**config.mk**
```make
export PLATFORM = sky130hd
export DESIGN_NAME = baud_detect
export DESIGN_NICKNAME = d
export VERILOG_FILES = /design/src/rtl/baud_detect.sv
export SDC_FILE = /design/constraint.sdc
export NUM_CORES = 1
export LEC_CHECK = 0
export ABC_AREA = 0
export CORE_ASPECT_RATIO = 2
export CORE_MARGIN = 2
export CORE_UTILIZATION = 24
export DETAILED_ROUTE_END_ITERATION = 16
export GPL_ROUTABILITY_DRIVEN = 0
export HOLD_SLACK_MARGIN = 0.05
export SETUP_SLACK_MARGIN = 0.4
export SYNTH_ARGS = -nofsm -noshare
export SYNTH_HDL_FRONTEND = slang
export SYNTH_SLANG_ARGS = --single-unit
export TNS_END_PERCENT = 10
```
**constraint.sdc**
```tcl
create_clock -name clk_in -period 1.6 [get_ports clk_in]
set_input_delay 0.4 -clock clk_in [delete_from_list [all_inputs] [get_ports clk_in]]
set_output_delay 0.4 -clock clk_in [all_outputs]
set_load 0.01 [all_outputs]
```
**src/rtl/baud_detect.sv**
```systemverilog
// Auto-baud detector: times the first four line edges of a 0x55 sync character
// and converts the measured span into a preset divider code plus a load strobe.
module baud_detect #(
  parameter int CNT_WIDTH  = 8,
  parameter int SYNC_EDGES = 4
) (
  input  logic       clk_in,
  input  logic       rst_n,
  input  logic       en,
  input  logic       start,
  input  logic       rx_in,
  output logic [1:0] divisor_sel,
  output logic       divisor_ld,
  output logic       busy,
  output logic       err
);

  localparam int EW = $clog2(SYNC_EDGES + 1);

  localparam logic [CNT_WIDTH-1:0] CNT_MAX  = {CNT_WIDTH{1'b1}};
  localparam logic [CNT_WIDTH-1:0] CNT_ZERO = {CNT_WIDTH{1'b0}};
  localparam logic [CNT_WIDTH-1:0] CNT_ONE  = {{(CNT_WIDTH-1){1'b0}}, 1'b1};
  localparam logic [EW-1:0]        EDGE_ONE  = {{(EW-1){1'b0}}, 1'b1};
  localparam logic [EW-1:0]        EDGE_ZERO = {EW{1'b0}};
  localparam logic [EW-1:0]        EDGE_LAST = EW'(SYNC_EDGES - 1);

  localparam logic [CNT_WIDTH:0] S_LIM_01 = (CNT_WIDTH+1)'(12);
  localparam logic [CNT_WIDTH:0] S_LIM_10 = (CNT_WIDTH+1)'(24);
  localparam logic [CNT_WIDTH:0] S_LIM_11 = (CNT_WIDTH+1)'(48);

  typedef enum logic [1:0] {
    IDLE    = 2'b00,
    ARMED   = 2'b01,
    MEASURE = 2'b10,
    DONE    = 2'b11
  } state_t;

  state_t               state_r, state_next_s;
  logic                 sync1_r, sync2_r, sync3_r;
  logic                 edge_r, fall_r;
  logic [CNT_WIDTH-1:0] cnt_r, cnt_next_s;
  logic [EW-1:0]        edges_r, edges_next_s;
  logic [1:0]           sel_r, sel_next_s;
  logic                 ld_r, ld_next_s;
  logic                 err_r, err_next_s;
  logic [CNT_WIDTH:0]   span_s;
  logic                 final_edge_s;

  // Span S is one wider than the counter so an edge on the saturating cycle still reads >= 48.
  function automatic logic [1:0] quantize(input logic [CNT_WIDTH:0] s);
    logic [1:0] code;
    if (s < S_LIM_01) begin
      code = 2'b00;
    end else if (s < S_LIM_10) begin
      code = 2'b01;
    end else if (s < S_LIM_11) begin
      code = 2'b10;
    end else begin
      code = 2'b11;
    end
    return code;
  endfunction

  assign span_s       = {1'b0, cnt_r} + {{CNT_WIDTH{1'b0}}, 1'b1};
  assign final_edge_s = edge_r && (edges_r == EDGE_LAST);

  // Line synchronizer and registered edge strobes; frozen together with the FSM while en is low.
  always_ff @(posedge clk_in or negedge rst_n) begin
    if (!rst_n) begin
      sync1_r <= 1'b1;
      sync2_r <= 1'b1;
      sync3_r <= 1'b1;
      edge_r  <= 1'b0;
      fall_r  <= 1'b0;
    end else if (en) begin
      sync1_r <= rx_in;
      sync2_r <= sync1_r;
      sync3_r <= sync2_r;
      edge_r  <= sync2_r ^ sync3_r;
      fall_r  <= sync3_r & ~sync2_r;
    end else begin
      sync1_r <= sync1_r;
      sync2_r <= sync2_r;
      sync3_r <= sync3_r;
      edge_r  <= edge_r;
      fall_r  <= fall_r;
    end
  end

  // Measurement FSM state, counters and registered result outputs.
  always_ff @(posedge clk_in or negedge rst_n) begin
    if (!rst_n) begin
      state_r <= IDLE;
      cnt_r   <= CNT_ZERO;
      edges_r <= EDGE_ZERO;
      sel_r   <= 2'b00;
      ld_r    <= 1'b0;
      err_r   <= 1'b0;
    end else if (en) begin
      state_r <= state_next_s;
      cnt_r   <= cnt_next_s;
      edges_r <= edges_next_s;
      sel_r   <= sel_next_s;
      ld_r    <= ld_next_s;
      err_r   <= err_next_s;
    end else begin
      state_r <= state_r;
      cnt_r   <= cnt_r;
      edges_r <= edges_r;
      sel_r   <= sel_r;
      ld_r    <= ld_r;
      err_r   <= err_r;
    end
  end

  // Next-state logic; the final-edge test precedes the timeout so a coincident edge wins.
  always_comb begin
    state_next_s = state_r;
    cnt_next_s   = cnt_r;
    edges_next_s = edges_r;
    sel_next_s   = sel_r;
    ld_next_s    = 1'b0;
    err_next_s   = err_r;
    case (state_r)
      IDLE: begin
        if (start) begin
          state_next_s = ARMED;
          err_next_s   = 1'b0;
          edges_next_s = EDGE_ZERO;
        end else begin
          state_next_s = IDLE;
        end
      end
      ARMED: begin
        if (fall_r) begin
          state_next_s = MEASURE;
          cnt_next_s   = CNT_ZERO;
        end else begin
          state_next_s = ARMED;
        end
      end
      MEASURE: begin
        cnt_next_s = cnt_r + CNT_ONE;
        if (edge_r) begin
          edges_next_s = edges_r + EDGE_ONE;
        end else begin
          edges_next_s = edges_r;
        end
        if (final_edge_s) begin
          state_next_s = DONE;
          sel_next_s   = quantize(span_s);
          ld_next_s    = 1'b1;
        end else if (cnt_r == CNT_MAX) begin
          state_next_s = IDLE;
          err_next_s   = 1'b1;
        end else begin
          state_next_s = MEASURE;
        end
      end
      DONE: begin
        state_next_s = IDLE;
      end
      default: begin
        state_next_s = IDLE;
      end
    endcase
  end

  assign divisor_sel = sel_r;
  assign divisor_ld  = ld_r & en;
  assign busy        = (state_r == ARMED) || (state_r == MEASURE);
  assign err         = err_r;

endmodule
```
-- Word level (Yosys, flattened, before mapping)
Index checks and enable logic that the tools add are counted.
- input port bits: 5
- memories kept: 0
- bits in latches: 0
- flip-flop bits (word level): 22
- logic and storage cells: 59
- output and inout bits: 5
- bits in read-only memories: 0
- memory bits (writable): 0
- equality and inequality tests: 10
- muxes and demuxes: 19
- multipliers: 0
- div/mod/pow operators: 0
- reductions and logical operators: 9
- magnitude comparators: 3
- shift operators: 0
- bitwise operators: 4
- $add $sub $neg: 3
- operators by type and width (operator ; number):
    one-hot mux 8 bit (2 select lines) ; 1
    two-way mux 2 bit ; 5
    inequality test 2 bit (second input constant) ; 5
    adder 8 x 1 -> 9 bit (second input constant) ; 1
    < comparator 9 x 4 -> 1 bit (second input constant) ; 1
    < comparator 9 x 5 -> 1 bit (second input constant) ; 1
    < comparator 9 x 6 -> 1 bit (second input constant) ; 1
    adder 8 x 1 -> 8 bit (second input constant) ; 1
    == test 8 bit (second input constant) ; 1
    two-way mux 8 bit ; 1
    one-hot mux 2 bit (4 select lines) ; 1
    two-way mux 1 bit ; 7
    two-way mux 3 bit ; 2
    one-hot mux 3 bit (2 select lines) ; 1
    AND reduction 3 bit ; 2
    AND reduction 5 bit ; 1
    == test 2 bit (second input constant) ; 2
    AND reduction 4 bit ; 1
    nonzero test 2 bit ; 2
    adder 3 x 1 -> 3 bit (second input constant) ; 1
    == test 3 x 2 -> 1 bit (second input constant) ; 1
    bitwise AND 1 bit ; 2
    == test 2 x 1 -> 1 bit (second input constant) ; 1
    logical NOT 2 bit ; 1
    5 further kinds ; 5

-- Logic depth before layout (Yosys ltp)
Gate-level depths: netlist of the first run.
- depth in word-level cells: 5
- mapped depth: 9
- depth with buffers taken out: 7

-- Least setup slack after synthesis of the first run
OpenSTA, ideal clock, no wires.
- path kind: reg-to-reg
- start point: reg state_r[0]
- end point: reg cnt_r[5]
- path slack: -60 ps
- buffers on the path: 2
- cell stages (with the launch flop): 10
- setup time: 123 ps
- data required time: 1477 ps
- data arrival time: 1537 ps
- period minus slack after synthesis: 1660 ps
- cell sequence: dfrtp_1 -> inv_1 -> ha_1 -> buf_2 -> mux2_2 -> nand2_1 -> buf_2 -> nor3_1 -> o21ai_0 -> nand2_1
- word-level cells in the longest chain between the ends: 3
- elaborated cells between the ends (all ways): 6
- classes of those cells: 3 x eq/ne; 1 x mux; 2 x reduce/logical
- RTL lines (element ; RTL line ; RTL):
    start: declaration ; 38 ; state_t state_r, state_next_s;
    start signal: assignment ; 100 ; state_r <= state_next_s;
    start signal: assignment ; 107 ; state_r <= state_r;
    == test 2 x 1 -> 1 bit / == test 2 bit (equally long branches) ; 124 ; case (state_r)
    inequality test 2 bit (no source line) / nonzero test 2 bit (equally long branches) ; - ;
    AND reduction 3 bit (no source line) ; - ;
    end signal: assignment ; 101 ; cnt_r <= cnt_next_s;
    end signal: assignment ; 108 ; cnt_r <= cnt_r;
    end: declaration ; 41 ; logic [CNT_WIDTH-1:0] cnt_r, cnt_next_s;
Parallel ways exist; a longest one is shown, timed or not.
A chain may end at the register's enable or synchronous reset.

-- Worst setup path after layout of the first run
- start point: reg cnt_r[0]
- end point: reg sel_r[0], in the netlist divisor_sel[0]
- word-level cells in the longest chain between the ends: 5
- elaborated cells between the ends (all ways): 7
- classes of those cells: 1 x add/sub; 3 x order compare; 3 x mux
- RTL lines (element ; RTL line ; RTL):
    adder 8 x 1 -> 9 bit (*) ; 64 ; assign span_s = {1'b0, cnt_r} + {{CNT_WIDTH{1'b0}}, 1'b1};
    < comparator 9 x 6 -> 1 bit ; 56 ; end else if (s < S_LIM_11) begin
    two-way mux 1 bit ; 56 ;
    two-way mux 2 bit ; 54 ; end else if (s < S_LIM_10) begin
    two-way mux 2 bit (*) ; 52 ; if (s < S_LIM_01) begin
    end signal: assignment ; 103 ; sel_r <= sel_next_s;
    end signal: assignment ; 110 ; sel_r <= sel_r;
    end: declaration ; 43 ; logic [1:0] sel_r, sel_next_s;
Mark *: on every way between the ends. The rest lies on a longest branch, timed or not.

==> summary.txt, run 1 <==
Run status
  – Status: finished with violations
  – Violated checks: negative setup slack

Clock network
  – CTS tree: yes
  – CTS Buffer Depth: 2
  – Total CTS buffers: 3
  – Clock Pin Slew Worst Setup and Hold Paths: ~60 ps
  – CTS sink count: 22
  – H-tree lvl count: 1
  – Root buffer cell: clkbuf_16
  – Worst skew pair latency: roughly 250 ps

Placement
  – Cells after DPL: 240
  – Placed instance area: 1730 um2
  – Port buffer count: 9
  – DP Wirelength: 2.82 mm

Layout
  – Layout net count: 202
  – FILL cells: between 500 and 600
  – Layout cell share with drive strength beyond 1: a little under two fifths
  – Utilization after layout: 34.0%
  – Area growth from synthesis to layout: 39.2%
  – FF+latch area: ~550 um2
  – Diode count: 0
  – Area occupied by multi-input gates: between 800 and 900 um2
  – Fin cells: 250
  – Final instance area: between 1500 and 2000 um2

Pwr
  – PwrDens: 975 nW/um2
  – LEAKAGE: just under 0.9 nW
  – Flop pwr share: 35.8%
  – Switching Share: about 30%
  – Power Internal: 1.31 mW
  – Clock network power share: roughly 31%
  – Combinational share of power: between 30% and 40%
  – Net Switching: 570 uW
  – Worst vdd ir: 869 uV

Detailed routing
  – Drt first pass iters: 4
  – Routed length per instance: roughly 15 um
  – Post-route ant nets: 0
  – Vias: 1281
  – DRT Wirelength: between 3 and 4 mm
  – Vias per cell: around 5.1
  – DRC: 0
  – Starting DRT DRC Count: 25

Worst hold path
  – HP Class: input port to flip-flop

Critical path
  – Crit Path Class: flip-flop to flip-flop
  – Worst EP required: around 1700 ps
  – Critical path arrival: between 1500 and 2000 ps
  – Worst path max stage delay: ~380 ps
  – CP max stage cell: dfrtp_1
  – Critical-path cell list: ha_2, and4_4, mux2_4, a311oi_2, o311a_1, a21oi_1
  – CP max FO: 2
  – Startpoint Class: flip-flop
  – Crit end category: flip-flop

Yosys
  – Synth Cell Area: about 1400 um2
  – YS warnings: 0
  – Mapped Avg Cell Area: 9.23 um2
  – Sequential share of the synthesized area: 40.1%
  – Synthesized Nets: between 150 and 200
  – Netlist cell types: 37
  – Yosys reg bits: 22
  – Gate Count Post-Synth: 150

Global route
  – Largest net degree at the start of global routing: 23
  – Overall routing resource usage: between 10% and 20%
  – First-pass GRT wire length: around 6 mm
  – Gr ovfl total: 0
  – Initial antenna violation count: 0
  – Vias in the first global route: 1354

STA
  – RSZ-0062 raised after global routing: true
  – Crit path setup slack, layout: -88.1 ps
  – Hold Vio Cnt, Final: 0
  – Worst Tran Pin Value: about 340 ps
  – Clk_skew: roughly 1.8 ps
  – Slew Viols, Final: 0
  – Slew margin rel.: between 70% and 80%
  – FMAX: between 0.5 and 0.6 GHz
  – Fin crit period: ~1700 ps
  – Period utilisation layout: 106%
  – Final setup TNS: -161 ps
  – Final setup viols: 5

Floorplanning
  – Chip width: between 50 and 60 um
  – Die H: between 100 and 150 um
  – # IOs: 10
  – Row count: 39
  – Core Region: 5660 um2
  – Starting Density: around a quarter
  – Die area: approximately 6400 um2

Job
  – Max cap viols: 0
[repair_timing]
item	4_1_cts	5_1_grt
resized for setup	38	14
buffers inserted	3	2
gates cloned	0	1
pin swaps	9	6
hold buffers	0	0
endpoints found under the setup margin	27	21
[layer usage]
layer	part of all wire, %	track usage (%)
met5	0	0
met4	5.0	7.60
met3	2.4	1.86
met2	58	24.2
met1	34	10.2
[path summary, 6_finish.rpt]
check,startpoint,to,slack [ps],depth (start not counted)
hold / removal,en,ld_r,370,2
min in group asynchronous,rst_n,edges_r[0],500,2
max in group asynchronous,rst_n,sync3_r,820,2
setup / recovery,cnt_r[0],divisor_sel[0],-90,6
setup reg to reg,cnt_r[0],divisor_sel[0],-90,6
hold reg to reg,divisor_sel[1],divisor_sel[1],490,2
[per-stage QoR]
stage / hold WS, ps / worst slack (ps) / power [mW]
2_1_floorplan: 104 / 10.7 / 0.939
6_report: 371 / -88.1 / 1.88
3_3_place_gp: 474 / -422 / 1.18
3_5_place_dp: 480 / -420 / 1.18
4_1_cts: 379 / -93.8 / 1.78
5_1_grt: 377 / -126 / 1.98
[kinds of logic (layout without fill, tap and decap cells)]
logic type,count (synthesis),after routing,synth area share [%]
mux,10,10,8.14
simple gates,47,48,17.1
xor+xnor,1,1,0.633
fa+ha+maj,7,7,6.33
flops,22,22,40.1
buf+inv,20,58,6.33
compound gates,43,43,21.4
[cell type report]
cell class              count  area share, %
multi-input cells         109           43.9
flip-flops and latches     22           28.8
repair buffers             44           16.8
clock buffers               4           4.61
well taps                  61           3.96
inverters                  10           1.95
[placed cells by master, fill, tap and decap left out, types with 4 or more instances in the layout]
master    Yosys  final
buf_4         0     35
dfrtp_1      19     19
nand2_1      16     15
a22o_1        9      9
inv_1        10      8
nor2_1        7      7
o21ai_1       0      6
buf_2         4      6
o21ai_0      12      5
mux2_2        6      5
nand2b_1      5      5
and2_1        4      4
a21oi_1       5      4
[synth_stat cells]
cell type | n | area, um2
a211oi_1 | 1 | 7.51
a21o_1 | 3 | 22.5
a21oi_1 | 5 | 25.0
a22o_1 | 9 | 78.8
a22oi_1 | 1 | 7.51
a311oi_2 | 1 | 15.0
a31oi_1 | 2 | 12.5
and2_0 | 1 | 6.26
and2_1 | 4 | 25.0
and4_1 | 1 | 8.76
and4_4 | 1 | 11.3
buf_2 | 4 | 20.0
buf_6 | 1 | 11.3
clkbuf_1 | 5 | 18.8
dfrtp_1 | 19 | 475
dfstp_2 | 3 | 78.8
ha_1 | 7 | 87.6
inv_1 | 10 | 37.5
mux2_2 | 6 | 67.6
mux2_4 | 1 | 15.0
mux2i_1 | 3 | 30.0
nand2_1 | 16 | 60.1
nand2b_1 | 5 | 31.3
nand3_1 | 3 | 15.0
nand3b_1 | 1 | 7.51
nand4_1 | 2 | 12.5
nor2_1 | 7 | 26.3
nor2b_1 | 1 | 6.26
nor3_1 | 4 | 20.0
nor4_1 | 1 | 6.26
o21a_1 | 2 | 15.0
o21ai_0 | 12 | 60.1
o22ai_1 | 3 | 18.8
o2bb2ai_1 | 1 | 8.76
o311a_1 | 1 | 10.0
o31ai_1 | 2 | 15.0
xor2_1 | 1 | 8.76
[sequential cells by signal (all words and copies together), names as in the netlist, 2 cells and up]
register     flops
edges_r          3
divisor_sel      2
state_r          2
cnt_r            8
[worst max-delay path: cells and delay by family, from the launching register on]
kind            cells  cell delay [ps]
flops               1              380
mux                 1              310
fa+ha+maj           1              200
simple gates        1              220
compound gates      3              470
[power by group through the flow]
stage	clock [mW]	sequential (mW)	combinational [mW]
2_1_floorplan	0	0.668	0.270
3_3_place_gp	0	0.667	0.508
3_5_place_dp	0	0.669	0.515
4_1_cts	0.594	0.664	0.523
5_1_grt	0.624	0.679	0.680
6_report	0.578	0.673	0.626
Note: power is estimated with default switching activity, not from simulation.
==> run 2, diff against run 1 <==
--- a/config.mk
+++ b/config.mk
@@ -12,6 +12,7 @@
 export DETAILED_ROUTE_END_ITERATION = 16
 export GPL_ROUTABILITY_DRIVEN = 0
 export HOLD_SLACK_MARGIN = 0.05
+export PLACE_DENSITY = 0.43
 export SETUP_SLACK_MARGIN = 0.4
 export SYNTH_ARGS = -nofsm -noshare
 export SYNTH_HDL_FRONTEND = slang
==> run 2 against run 1 <==
Effect of this change:
- the run still ends with negative setup slack left
- critical path depth unchanged
- largest cell class unchanged
- sequential power rose by 2%
- first-iteration DRC count shrank 4.0%
- count of clock-buffer cells in the layout is the same
- cell count down 4.0%
- global-route usage grew 0.64 points
- combinational power down 8.1%
- sequential share of layout area up 1.1 points
- sequential cell count did not move
- critical path type unchanged
- hold slack better by 120 ps
- utilization shrank 1.3 points
- largest power group unchanged
==> summary.txt, run 2 (synthesis results as in run 1) <==
Detailed routing
  – Post-route ant nets: 0 (unchanged)
  – Vias: 1217 (was 1281)
  – Starting DRT DRC Count: 24 (was 25)
  – Drt first pass iters: 4 (unchanged)
  – Vias per cell: 5.07 (was 5.12)
  – DRC: 0 (unchanged)
  – Routed length per instance: 15.7 um (was 15.2 um)
  – DRT Wirelength: 3.77 mm (was 3.81 mm)

Clock network
  – CTS sink count: 22 (unchanged)
  – Clock Pin Slew Worst Setup and Hold Paths: 60 ps (about the same)
  – Worst skew pair latency: 250 ps (about the same)
  – CTS tree: yes (unchanged)
  – Hold_buf cts: 0 (unchanged)
  – CTS Buffer Depth: 2 (unchanged)
  – Total CTS buffers: 3 (unchanged)
  – Root buffer cell: clkbuf_16 (unchanged)
  – H-tree lvl count: 1 (unchanged)

Critical path
  – Worst EP required: 1740 ps (about the same)
  – CP max FO: 3 (was 2)
  – Critical path arrival: 1780 ps (was 1830 ps)
  – Crit end category: flip-flop (unchanged)
  – Crit Path Class: flip-flop to flip-flop (unchanged)
  – Startpoint Class: flip-flop (unchanged)

STA
  – Period utilisation layout: 103% (was 106%)
  – Clk_skew: 3.25 ps (was 1.76 ps)
  – Fin crit period: 1650 ps (was 1690 ps)
  – Final setup viols: 5 (unchanged)
  – Crit path setup slack, layout: -47.2 ps (was -88.1 ps)
  – Hold Vio Cnt, Final: 0 (unchanged)
  – Final setup TNS: -166 ps (was -161 ps)
  – Worst Tran Pin Value: 296 ps (was 338 ps)
  – FMAX: 0.607 GHz (was 0.592 GHz)
  – RSZ-0062 raised after global routing: true (unchanged)
  – Slew Viols, Final: 0 (unchanged)
  – Slew margin rel.: 80.3% (was 77.5%)
  – Worst hold slack: 489 ps (was 371 ps)

Layout
  – Layout net count: 192 (was 202)
  – Largest regs: cnt_r: 8 flops, edges_r: 3 flops (unchanged)
  – FILL cells: 582 (was 575)
  – Max reg flops: 8 (unchanged)
  – Final instance area: 1850 um2 (was 1930 um2)
  – Diode count: 0 (unchanged)
  – Utilization after layout: 32.7% (was 34.0%)
  – Fin cells: 240 (was 250)
  – Commonest cells after routing, fill and taps aside: 22 x buf_4, 19 x dfrtp_1, 15 x nand2_1 (was 35 x buf_4, 19 x dfrtp_1, 15 x nand2_1)
  – Commonest non-fill, non-tap cell in the layout: buf_4 (unchanged)
  – Layout cell share with drive strength beyond 1: 34.1% (was 38.1%)
  – Biggest register: cnt_r (unchanged)
  – Area growth from synthesis to layout: 33.9% (was 39.2%)

Global route
  – First-pass GRT wire length: 6.24 mm (was 5.98 mm)
  – Initial antenna violation count: 0 (unchanged)
  – Overall routing resource usage: 12.8% (was 12.2%)
  – Vias in the first global route: 1364 (was 1354)
  – Gr ovfl total: 0 (unchanged)
  – Largest net degree at the start of global routing: 23 (unchanged)

Floorplanning
  – Starting Density: 24.4% (unchanged)
  – Core Region: 5660 um2 (unchanged)
  – Row count: 39 (unchanged)
  – Die H: 111 um (unchanged)
  – Chip width: 57.7 um (unchanged)
  – Die area: 6430 um2 (unchanged)
  – # IOs: 10 (unchanged)

Job
  – Max cap viols: 0 (unchanged)

Pwr
  – PwrDens: 997 nW/um2 (was 975 nW/um2)
  – Total chip power: 1.85 mW (was 1.88 mW)
  – Worst vdd ir: 750 uV (was 869 uV)
  – LEAKAGE: 0.831 nW (was 0.876 nW)

Run status
  – Status: finished with violations (unchanged)
  – Violated checks: negative setup slack (unchanged)

Placement
  – Placed instance area: 1680 um2 (was 1730 um2)
  – Setup WS pre-CTS: -412 ps (was -420 ps)
  – Port buffer count: 9 (unchanged)
  – DP Wirelength: 2.83 mm (was 2.82 mm)
  – Cells after DPL: 233 (was 240)

Worst hold path
  – HP Class: input port to async pin (was input port to flip-flop)
-- run 2: cell types whose count changed in the layout (fill, tap and decap cells not counted), sizes merged --
cell	change
buf	-11
clkbuf	+1
-- run 2: path summary, 6_finish.rpt --
kind                           startpoint              to  slack, ps  cells after the start
setup / recovery                 cnt_r[1]  divisor_sel[0]        -50                      6
hold / removal                      rst_n             err        490                      2
setup reg to reg                 cnt_r[1]  divisor_sel[0]        -50                      6
hold reg to reg            divisor_sel[1]  divisor_sel[1]        490                      2
max in group asynchronous           rst_n         sync3_r        820                      2
min in group clk_in        divisor_sel[1]  divisor_sel[1]        490                      2
-- run 2: routing by layer --
layer	global-route usage [%]	vias to the layer above	wire length, um
met4	7.13	0	136
met5	0	-	0
met3	1.05	8	37
li1	-	592	-
met2	26.1	12	2330
met1	11.2	605	1260
-- run 2: what timing repair did --
| action | CTS | global route |
|---|---|---|
| gates resized for setup | 37 | 11 |
| setup endpoints to repair | 25 | 21 |
| cloned | 1 | 0 |
| hold endpoints to repair | 0 | 0 |
| pin swaps | 10 | 4 |
| setup buffers | 2 | 0 |
-- run 2: power breakdown --
| part | internal [mW] | total [mW] | switching [mW] | leakage [nW] |
|---|---|---|---|---|
| Sequential | 0.623 | 0.687 | 0.0640 | 0.291 |
| Clock | 0.382 | 0.586 | 0.204 | 0.0442 |
| Combinational | 0.289 | 0.575 | 0.286 | 0.495 |
| Total | 1.29 | 1.85 | 0.554 | 0.831 |
-- run 2: cell type report --
cell class | count | area [um2] | share of cell area (%)
Multi-Input combinational cell | 109 | 831 | 44.8
Sequential cell | 22 | 554 | 29.9
Timing Repair Buffer | 34 | 265 | 14.3
Clock buffer | 4 | 88.8 | 4.79
Tap cell | 61 | 76.3 | 4.12
Inverter | 10 | 37.5 | 2.03
-- run 2: critical path, cell delays in order, from the launching register on --
cell and delay, ps:
dfrtp_1 350, ha_2 180, and4_4 250, mux2_4 310
a311oi_2 180, o311a_1 190, a21oi_1 60
==> run 3, diff against run 2 <==
--- a/config.mk
+++ b/config.mk
@@ -6,13 +6,13 @@
 export NUM_CORES = 1
 export LEC_CHECK = 0
 export ABC_AREA = 0
-export CORE_ASPECT_RATIO = 2
 export CORE_MARGIN = 2
-export CORE_UTILIZATION = 24
+export CORE_UTILIZATION = 54
+export CTS_BUF_LIST = sky130_fd_sc_hd__clkbuf_8
 export DETAILED_ROUTE_END_ITERATION = 16
 export GPL_ROUTABILITY_DRIVEN = 0
 export HOLD_SLACK_MARGIN = 0.05
-export PLACE_DENSITY = 0.43
+export PLACE_DENSITY = 0.79
 export SETUP_SLACK_MARGIN = 0.4
 export SYNTH_ARGS = -nofsm -noshare
 export SYNTH_HDL_FRONTEND = slang
==> run 3 against run 2 <==
Effect of this change:
- the run still ends with negative setup slack left
- power down 11%
- sequential share of layout area grew 1.1 points
- hold slack lost 12 ps
- via count up 1.1%
- non-clock buffer count is 3 higher
- clock skew up 1.7 ps
- maximum frequency is 1.8% lower
- critical endpoint is now err
==> summary.txt, run 3 (synthesis results as in run 1) <==
Run status
  – Status: finished with violations (unchanged)
  – Violated checks: negative setup slack (unchanged)

STA
  – Fin crit period: 1680 ps (was 1650 ps)
  – FMAX: 0.596 GHz (was 0.607 GHz)
  – Slew Viols, Final: 0 (unchanged)
  – Crit path setup slack, layout: -77.8 ps (was -47.2 ps)
  – Clk_skew: 4.93 ps (was 3.25 ps)
  – Final setup viols: 4 (was 5)
  – Worst hold slack: 477 ps (was 489 ps)
  – RSZ-0062 raised after global routing: true (unchanged)
  – Worst Tran Pin Value: 272 ps (was 296 ps)
  – Hold Vio Cnt, Final: 0 (unchanged)
  – Final setup TNS: -241 ps (was -166 ps)
  – Period utilisation layout: 105% (was 103%)
  – Slew margin rel.: 81.9% (was 80.3%)

Critical path
  – Worst EP required: 1760 ps (was 1740 ps)
  – CP max stage cell: dfrtp_1 (unchanged)
  – Crit Path Class: flip-flop to flip-flop (unchanged)
  – Critical-path cell list: ha_2, and4_4, buf_6, nand4_1, a21oi_2, nand2_1, a22o_1 (was ha_2, and4_4, mux2_4, a311oi_2, o311a_1, a21oi_1)
  – Crit end category: flip-flop (unchanged)
  – Critical path arrival: 1830 ps (was 1780 ps)
  – Worst path max stage delay: 360 ps (was 350 ps)
  – CP max FO: 2 (was 3)
  – Startpoint Class: flip-flop (unchanged)

Global route
  – Vias in the first global route: 1306 (was 1364)
  – M3 GR Usage: 3.55% (was 1.05%)
  – First-pass GRT wire length: 5.63 mm (was 6.24 mm)
  – Initial antenna violation count: 0 (unchanged)
  – Busiest grt layer: met2 (unchanged)
  – Gr ovfl total: 0 (unchanged)
  – Met1 GRT Util: 30.5% (was 11.2%)
  – GR Util met2: 48.8% (was 26.1%)
  – Largest net degree at the start of global routing: 23 (unchanged)
  – Overall routing resource usage: 26.4% (was 12.8%)

Floorplanning
  – Die H: 54.6 um (was 111 um)
  – Die area: 2980 um2 (was 6430 um2)
  – Core Region: 2450 um2 (was 5660 um2)
  – Row count: 18 (was 39)
  – # IOs: 10 (unchanged)
  – Chip width: 54.6 um (was 57.7 um)
  – Starting Density: 56.4% (was 24.4%)

Detailed routing
  – Vias per cell: 5.80 (was 5.07)
  – Vias: 1230 (was 1217)
  – DRT Wirelength: 3.33 mm (was 3.77 mm)
  – Drt first pass iters: 4 (unchanged)
  – Starting DRT DRC Count: 28 (was 24)
  – DRC: 0 (unchanged)
  – Post-route ant nets: 0 (unchanged)
  – Routed length per instance: 15.7 um (about the same)

Clock network
  – Worst skew pair latency: 260 ps (was 250 ps)
  – Total CTS buffers: 3 (unchanged)
  – Root buffer cell: clkbuf_8 (was clkbuf_16)
  – Hold_buf cts: 0 (unchanged)
  – CTS sink count: 22 (unchanged)
  – CTS Buffer Depth: 2 (unchanged)
  – CTS tree: yes (unchanged)
  – H-tree lvl count: 1 (unchanged)
  – Clock Pin Slew Worst Setup and Hold Paths: 80 ps (was 60 ps)

Placement
  – Cells after DPL: 198 (was 233)
  – Setup WS pre-CTS: -359 ps (was -412 ps)
  – DP Wirelength: 2.12 mm (was 2.83 mm)
  – Port buffer count: 9 (unchanged)
  – Placed instance area: 1610 um2 (was 1680 um2)

Layout
  – Fin cells: 212 (was 240)
  – Commonest cells after routing, fill and taps aside: 25 x buf_4, 19 x dfrtp_1, 15 x nand2_1 (was 22 x buf_4, 19 x dfrtp_1, 15 x nand2_1)
  – Utilization after layout: 72.8% (was 32.7%)
  – Final instance area: 1790 um2 (was 1850 um2)
  – Max reg flops: 8 (unchanged)
  – Area growth from synthesis to layout: 29.2% (was 33.9%)
  – Diode count: 0 (unchanged)
  – Layout net count: 195 (was 192)
  – Largest regs: cnt_r: 8 flops, edges_r: 3 flops (unchanged)
  – Commonest non-fill, non-tap cell in the layout: buf_4 (unchanged)
  – Biggest register: cnt_r (unchanged)
  – Layout cell share with drive strength beyond 1: 34.1% (about the same)

Job
  – Max cap viols: 0 (unchanged)

Pwr
  – LEAKAGE: 0.833 nW (was 0.831 nW)
  – PwrDens: 923 nW/um2 (was 997 nW/um2)
  – Total chip power: 1.65 mW (was 1.85 mW)
  – Worst vdd ir: 978 uV (was 750 uV)

Worst hold path
  – HP Class: input port to async pin (unchanged)
[run 3: critical path: cells and delay by family (launching register included)]
family | cells | cell delay (ps)
and+or+nand+nor | 3 | 490
AOI/OAI and AO/OA | 2 | 440
DFF | 1 | 360
adders and majority gates | 1 | 190
buffers and inverters | 1 | 100
[run 3: final timing paths]
kind / from / to / slack, ps / depth (start not counted)
min in group clk_in: divisor_sel[1] / divisor_sel[1] / 500 / 2
max: cnt_r[0] / err / -80 / 7
min: rst_n / edges_r[1] / 480 / 2
max reg2reg: cnt_r[0] / err / -80 / 7
min reg2reg: divisor_sel[1] / divisor_sel[1] / 500 / 2
max in group asynchronous: rst_n / sync1_r / 850 / 2
[run 3: area by class of cell]
| class | count | area [um2] |
|---|---|---|
| inverters | 10 | 37.5 |
| multi-input cells | 109 | 817 |
| clock buffers | 3 | 41.3 |
| repair buffers | 37 | 297 |
| clock inverters | 1 | 3.75 |
| fillers | 181 | 667 |
| flip-flops and latches | 22 | 554 |
| well taps | 30 | 37.5 |
[run 3: timing repair]
item | 4_1_cts | 5_1_grt
buffers inserted | 9 | 0
cloned | 1 | 0
setup endpoints to repair | 25 | 21
pin swaps | 11 | 5
resized for setup | 44 | 6
[run 3: power by group]
group / switching, mW / internal (mW) / total, mW / leakage [nW]
registers: 0.0649 / 0.622 / 0.687 / 0.291
logic: 0.306 / 0.309 / 0.614 / 0.514
clock network: 0.178 / 0.171 / 0.349 / 0.0269
total: 0.548 / 1.10 / 1.65 / 0.833
[run 3: metal layers]
metal | routed length, um | share of wire [%] | up-vias
met2 | 1750 | 52 | 29
met4 | 75 | 2.3 | 0
met1 | 1390 | 42 | 593
li1 | - | - | 600
met5 | 0 | 0 | -
met3 | 110 | 3.3 | 8
